### config.mk
export PLATFORM = sky130hd
export DESIGN_NAME = counter_nbit_ud_flat
export DESIGN_NICKNAME = d
export VERILOG_FILES = /design/src/rtl/counter_nbit_ud_if.sv /design/src/rtl/counter_nbit_ud.sv /design/src/flat_wrapper.sv
export SDC_FILE = /design/constraint.sdc
export NUM_CORES = 1
export LEC_CHECK = 0
export BUFFER_PORTS_ARGS = -buffer_cell sky130_fd_sc_hd__buf_2
export CAP_MARGIN = 20
export CORE_MARGIN = 1
export CORE_UTILIZATION = 56
export CTS_CLUSTER_SIZE = 28
export DETAILED_ROUTE_END_ITERATION = 16
export PLACE_DENSITY = 0.86
export RECOVER_POWER = 50
export SETUP_SLACK_MARGIN = 0.4
export SLEW_MARGIN = 20
export SYNTH_ARGS = -nofsm -noshare
export SYNTH_HDL_FRONTEND = slang
export SYNTH_SLANG_ARGS = --single-unit
### constraint.sdc
create_clock -name clk -period 2.7 [get_ports clk]
set_input_delay 0.405 -clock clk [delete_from_list [all_inputs] [get_ports clk]]
set_output_delay 0.405 -clock clk [all_outputs]
set_load 0.02 [all_outputs]
### src/rtl/counter_nbit_ud_if.sv
//------------------------------------------------------------------------------
// counter_nbit_ud_if : control/status bundle for the up/down counter
// Rev 1.0
//------------------------------------------------------------------------------
`default_nettype none

interface counter_nbit_ud_if #(
   parameter int WIDTH = 32
);
   logic             ce;
   logic             s;
   logic             load;
   logic [WIDTH-1:0] pdata;
   logic             clr;
   logic [WIDTH-1:0] cnt;
   logic             rc;
   logic             tc;
   logic             ovf;

   modport master (
      output ce, s, load, pdata, clr,
      input  cnt, rc, tc, ovf
   );

   modport slave (
      input  ce, s, load, pdata, clr,
      output cnt, rc, tc, ovf
   );
endinterface

`default_nettype wire

### src/rtl/counter_nbit_ud.sv
//------------------------------------------------------------------------------
// counter_nbit_ud : N-bit up/down counter, wrap or saturate, sticky overflow.
// Optional prescaler under macro COUNTER_PRESCALE_EN.          Rev 1.0
//------------------------------------------------------------------------------
`default_nettype none

module counter_nbit_ud #(
   parameter int          WIDTH      = 32,
   parameter logic [31:0] MAX_VAL    = (WIDTH >= 32) ? 32'hFFFF_FFFF
                                                     : ((32'd1 << WIDTH) - 32'd1),
   parameter int          SAT        = 0,
   parameter int          PRESC_BITS = 4
) (
   input  wire logic            clk,
   input  wire logic            rst,
   counter_nbit_ud_if.slave     bus
);

   localparam logic [WIDTH-1:0] MAX_V = MAX_VAL[WIDTH-1:0];

   if (WIDTH < 2 || WIDTH > 32 || PRESC_BITS < 1) begin : g_param_check
      $error("counter_nbit_ud: WIDTH must be 2..32 and PRESC_BITS >= 1");
   end

   logic [WIDTH-1:0] cnt_r;
   logic             rc_r;
   logic             ovf_r;
   logic             step_en;
   logic             at_top;
   logic             at_bot;
   logic             term_step;
   logic [WIDTH-1:0] cnt_step;
   logic [WIDTH-1:0] load_val;

`ifdef COUNTER_PRESCALE_EN
   logic [PRESC_BITS-1:0] presc_r;

   // Free-running; clr does not touch it, only rst.
   always_ff @(posedge clk) begin
      if (rst) presc_r <= '0;
      else     presc_r <= presc_r + 1'b1;
   end

   assign step_en = bus.ce & (&presc_r);
`else
   assign step_en = bus.ce;
`endif

   assign at_top   = (cnt_r == MAX_V);
   assign at_bot   = (cnt_r == '0);
   assign load_val = (bus.pdata > MAX_V) ? MAX_V : bus.pdata;

   always_comb begin
      term_step = step_en & (bus.s ? at_top : at_bot);
      if (bus.s) cnt_step = at_top ? ((SAT != 0) ? MAX_V : '0) : cnt_r + 1'b1;
      else       cnt_step = at_bot ? ((SAT != 0) ? '0 : MAX_V) : cnt_r - 1'b1;
   end

   always_ff @(posedge clk) begin
      if (rst || bus.clr) begin
         cnt_r <= '0;
         rc_r  <= 1'b0;
         ovf_r <= 1'b0;
      end else if (bus.load) begin
         cnt_r <= load_val;
         rc_r  <= 1'b0;
      end else if (step_en) begin
         cnt_r <= cnt_step;
         rc_r  <= term_step;
         ovf_r <= ovf_r | term_step;
      end else begin
         rc_r  <= 1'b0;
      end
   end

   assign bus.cnt = cnt_r;
   assign bus.rc  = rc_r;
   assign bus.ovf = ovf_r;
   assign bus.tc  = bus.s ? at_top : at_bot;

endmodule

`default_nettype wire

### src/flat_wrapper.sv
// flat-port wrapper written by rule: the top's interface ports become plain ports
module counter_nbit_ud_flat 
#(
   parameter int          WIDTH      = 32,
   parameter logic [31:0] MAX_VAL    = (WIDTH >= 32) ? 32'hFFFF_FFFF
                                                     : ((32'd1 << WIDTH) - 32'd1),
   parameter int          SAT        = 0,
   parameter int          PRESC_BITS = 4
)
  (clk, rst, bus_ce, bus_s, bus_load, bus_pdata, bus_clr, bus_cnt, bus_rc, bus_tc, bus_ovf);
  counter_nbit_ud_if #(.WIDTH(WIDTH)) bus_i ();
  input  wire logic clk;
  input  wire logic rst;
  input wire logic [$bits(bus_i.ce)-1:0] bus_ce;
  input wire logic [$bits(bus_i.s)-1:0] bus_s;
  input wire logic [$bits(bus_i.load)-1:0] bus_load;
  input wire logic [$bits(bus_i.pdata)-1:0] bus_pdata;
  input wire logic [$bits(bus_i.clr)-1:0] bus_clr;
  output wire logic [$bits(bus_i.cnt)-1:0] bus_cnt;
  output wire logic [$bits(bus_i.rc)-1:0] bus_rc;
  output wire logic [$bits(bus_i.tc)-1:0] bus_tc;
  output wire logic [$bits(bus_i.ovf)-1:0] bus_ovf;
  assign bus_i.ce = bus_ce;
  assign bus_i.s = bus_s;
  assign bus_i.load = bus_load;
  assign bus_i.pdata = bus_pdata;
  assign bus_i.clr = bus_clr;
  assign bus_cnt = bus_i.cnt;
  assign bus_rc = bus_i.rc;
  assign bus_tc = bus_i.tc;
  assign bus_ovf = bus_i.ovf;
  counter_nbit_ud #(.WIDTH(WIDTH), .MAX_VAL(MAX_VAL), .SAT(SAT), .PRESC_BITS(PRESC_BITS)) u_core (.clk(clk), .rst(rst), .bus(bus_i));
endmodule
==> summary.md <==
| Metric | Value |
|---|---|
| Critical path startpoint category | flip-flop |
| Hold violation total from the final report | 0 |
| Final TNS setup | 0 ns |
| CP max-delay cell | dfxtp_1 |
| Post-synth EDFFs | 0 |
| Crit path kind | flip-flop to flip-flop |
| Initial antenna violation count | 0 |
| Least-Margin Pin Slew | roughly 0.64 ns |
| Post-Route WL | about 13000 um |
| Post-DR wirelength/cell | 21.11 um |
| Fill cells | approximately 490 |
| Gate Count Post-Synth | around 480 |
| CORE AREA | ~5600 um^2 |
| Hold_ws | between 0.3 and 0.4 ns |
| Post-layout net count | 602 |
| CTS clock-pin slew for the worst setup and hold paths | about 0.070 ns |
| H-tree Lvls | 2 |
| Initial core utilization | approximately 60% |
| Max VDD drop | ~0.00027 V |
| WP data required | 2.89 ns |
| R2R cell count | 7 |
| Detailed Place HPWL | around 9400 um |
| GPL Wtd Cong | 0.9983 |
| Syn nets | between 500 and 600 |
| Total GRT Usage | a little over two fifths |
| Fin crit period | around 2.6 ns |
| Cell Area, Synth | between 3000 and 4000 um^2 |
| Starting DRC count in detailed routing | 430 |
| Crit Reg-Reg Startpoint | u_core.bus.cnt[2] |
| Vias in the first global route | between 3000 and 4000 |
| Critical path, cell by cell | and4_1 > nand4_1 > buf_4 > nor2_1 > mux2i_1 > o22ai_1 > a31o_2 |
| Worst Setup SP | u_core.bus.cnt[2] |
| Latest clock arrival within the worst-skew pair | 0.30 ns |
| Pre-CTS WS | ~0.15 ns |
| Clock root cell | clkbuf_8 |
| DRT Pass-1 Iters | 5 |
| Cell-internal power | a little under 1 mW |
| Layout cell share with drive strength beyond 1 | 26.16% |
| Crit path largest cell delay | around 0.73 ns |
| Seq pwr share | between 30% and 40% |
| RSZ-0062 raised after global routing | yes |
| Global-route wire length before repair | approximately 20000 um |
| DR vias/cell | between 6 and 7 |
| Status | finished clean |
| # DRC | 0 |
| Hold Path Class | input port to flip-flop |
| Buffers on Ports | 72 |
| Register area share after synthesis | between 20 and 25% |
| Clock Sink Count | 34 |
| CTS tree | yes |
| Hold Crit Depth | 3 |
| Max Freq | ~0.39 GHz |
| Leakage power | 1.729 nW |
| Worst reg2reg path endpoint | u_core.bus.cnt[19] |
| Pins Over Slew Limit | 0 |
| PnR worst setup slack | between 0.1 and 0.15 ns |
| Setup violators final | 0 |
| Critical Path Sink Type | flip-flop |
| Post-route cell area | between 4000 and 5000 um^2 |
| Largest net degree at the start of global routing | 31 |
| Standard-cell row count | 27 |
| Synth-to-Final Area Change | 24.59% |
| Slew HR | ~57% |
| Crit path DAT | around 2.8 ns |
| FF-to-FF setup slack | around 0.10 ns |
| Net Sw Power | about 650 uW |
| Max Clock Skew | around 0.010 ns |
| Syn. warnings | 0 |
| Die area | about 6300 um^2 |
| Post-synth top flop | dfxtp_1 |
| Sw frac | between 30% and 40% |
| Asr flop ratio synth | 0% |
| # IOs | 73 |
| Clock share of power | approximately 25% |
| Crit-path max FO | 16 |
| Most frequent cells in the layout | buf_2, buf_4, nor2_1, nand2_1, a21oi_1 |
| Syn Area/Cell | approximately 7.1 um^2 |
| Post-Route Utilization | roughly three quarters |
| Gate power share | approximately 39% |
| Number of synthesized register bits | 34 |
| Longest Clk Path Bufs | 2 |
| Number of distinct library cells after synthesis | 66 |
| Cts bufs inserted | 5 |
| Grt ovf | 0 |
| Most common cell after layout, fill and taps aside | buf_2 |
| Antenna cell count | 0 |
| Max-Cap Viols | 0 |
| Post-DP Area | about 3800 um^2 |
| Final worst-path cycle share | between 90% and 100% |
| Via Count | 4374 |
| CP endpoint | u_core.bus.cnt[19] |
| Die H | between 70 and 80 um |
| Pwr/cell area | between 300 and 400 nW/um^2 |
| Chip width | between 70 and 80 um |
| DRT antenna net count | 0 |
-- flip-flops by register name, summed over array words and instances, names as in the netlist --
register	flops
u_core.bus.ovf	1
u_core.bus.cnt	32
u_core.bus.rc	1
-- timing repair --
| item | in CTS | in global routing |
|---|---|---|
| pin swaps | 3 | 13 |
| gates cloned | 0 | 0 |
| hold buffers | 0 | 0 |
| buffers inserted | 1 | 13 |
| setup endpoints to repair | 19 | 20 |
| gates resized for setup | 20 | 35 |
-- through the flow --
stage	power, mW	cells
floorplan	0.9568	475
finish	1.642	634
global route	1.711	634
detailed placement	1.153	612
global placement	1.147	612
CTS	1.580	621
-- cell families after synthesis --
| group | share of synthesized area, % |
|---|---|
| AND/OR/NAND/NOR | 35.58 |
| AO/OA/AOI/OAI | 25.00 |
| buffers and inverters | 8.532 |
| flip-flops | 20.27 |
| XOR/XNOR | 7.042 |
| multiplexers | 2.459 |
| adder cells (fa/ha/maj) | 1.118 |
-- cell usage after synthesis, types with 6 or more instances --
| master | count | area share (%) |
|---|---|---|
| nor2_1 | 42 | 4.7 |
| a211oi_1 | 9 | 2.0 |
| inv_1 | 9 | 1.0 |
| clkbuf_1 | 23 | 2.6 |
| o22ai_1 | 6 | 1.1 |
| nand4_1 | 17 | 3.2 |
| nor4_1 | 15 | 2.8 |
| a31oi_1 | 6 | 1.1 |
| xor2_1 | 15 | 3.9 |
| o211ai_1 | 8 | 1.8 |
| nand3_1 | 23 | 3.4 |
| a21oi_1 | 33 | 4.9 |
| and3_1 | 19 | 3.5 |
| nor3_1 | 25 | 3.7 |
| mux2i_1 | 6 | 1.8 |
| xnor2_1 | 12 | 3.1 |
| dfxtp_1 | 34 | 20 |
| nand2_1 | 41 | 4.6 |
| o21ai_0 | 29 | 4.3 |
| o31ai_1 | 7 | 1.6 |
| buf_2 | 7 | 1.0 |
| or3_1 | 9 | 1.7 |
-- worst max-delay path: cells and delay by family, from the launching register on --
| kind | cells | cell delay, ns |
|---|---|---|
| AO/OA/AOI/OAI | 2 | 0.34 |
| buffers and inverters | 1 | 0.28 |
| flip-flops | 1 | 0.73 |
| multiplexers | 1 | 0.22 |
| AND/OR/NAND/NOR | 3 | 0.92 |
-- layout make-up --
| type | count | area [um^2] | share of cell area (%) |
|---|---|---|---|
| Tap cell | 72 | 90.09 | 2.153 |
| Clock buffer | 7 | 86.33 | 2.063 |
| Multi-Input combinational cell | 389 | 2572 | 61.48 |
| Timing Repair Buffer | 121 | 696.9 | 16.66 |
| Sequential cell | 34 | 695.7 | 16.63 |
| Inverter | 10 | 37.54 | 0.8971 |
| Clock inverter | 1 | 5.005 | 0.1196 |
-- layer usage --
layer | global-route usage (%) | routed length [um] | vias up
li1 | - | - | 1957
met1 | 52.30 | 5073 | 2011
met2 | 67.86 | 5930 | 335
met3 | 8.914 | 1596 | 71
met4 | 22.91 | 784 | 0
met5 | 0 | 0 | -
-- power by group through the flow --
stage | clock network [mW] | logic (mW) | registers (mW)
finish | 0.417 | 0.646 | 0.579
global route | 0.442 | 0.688 | 0.581
CTS | 0.419 | 0.584 | 0.577
detailed placement | 0 | 0.566 | 0.587
global placement | 0 | 0.562 | 0.586
floorplan | 0 | 0.372 | 0.585
-- worst min-delay path by stage --
stage,endpoint,slack (ns),from
after detailed placement,u_core.bus.ovf,0.47,u_core.bus.ovf
after global routing,u_core.bus.cnt[2],0.29,bus_pdata[2]
after CTS,u_core.bus.cnt[2],0.30,bus_pdata[2]
final,u_core.bus.cnt[2],0.31,bus_pdata[2]
after floorplan,u_core.bus.cnt[2],0.50,bus_pdata[2]
after global placement,u_core.bus.ovf,0.45,u_core.bus.ovf
Power figures use the tool's default switching activity.
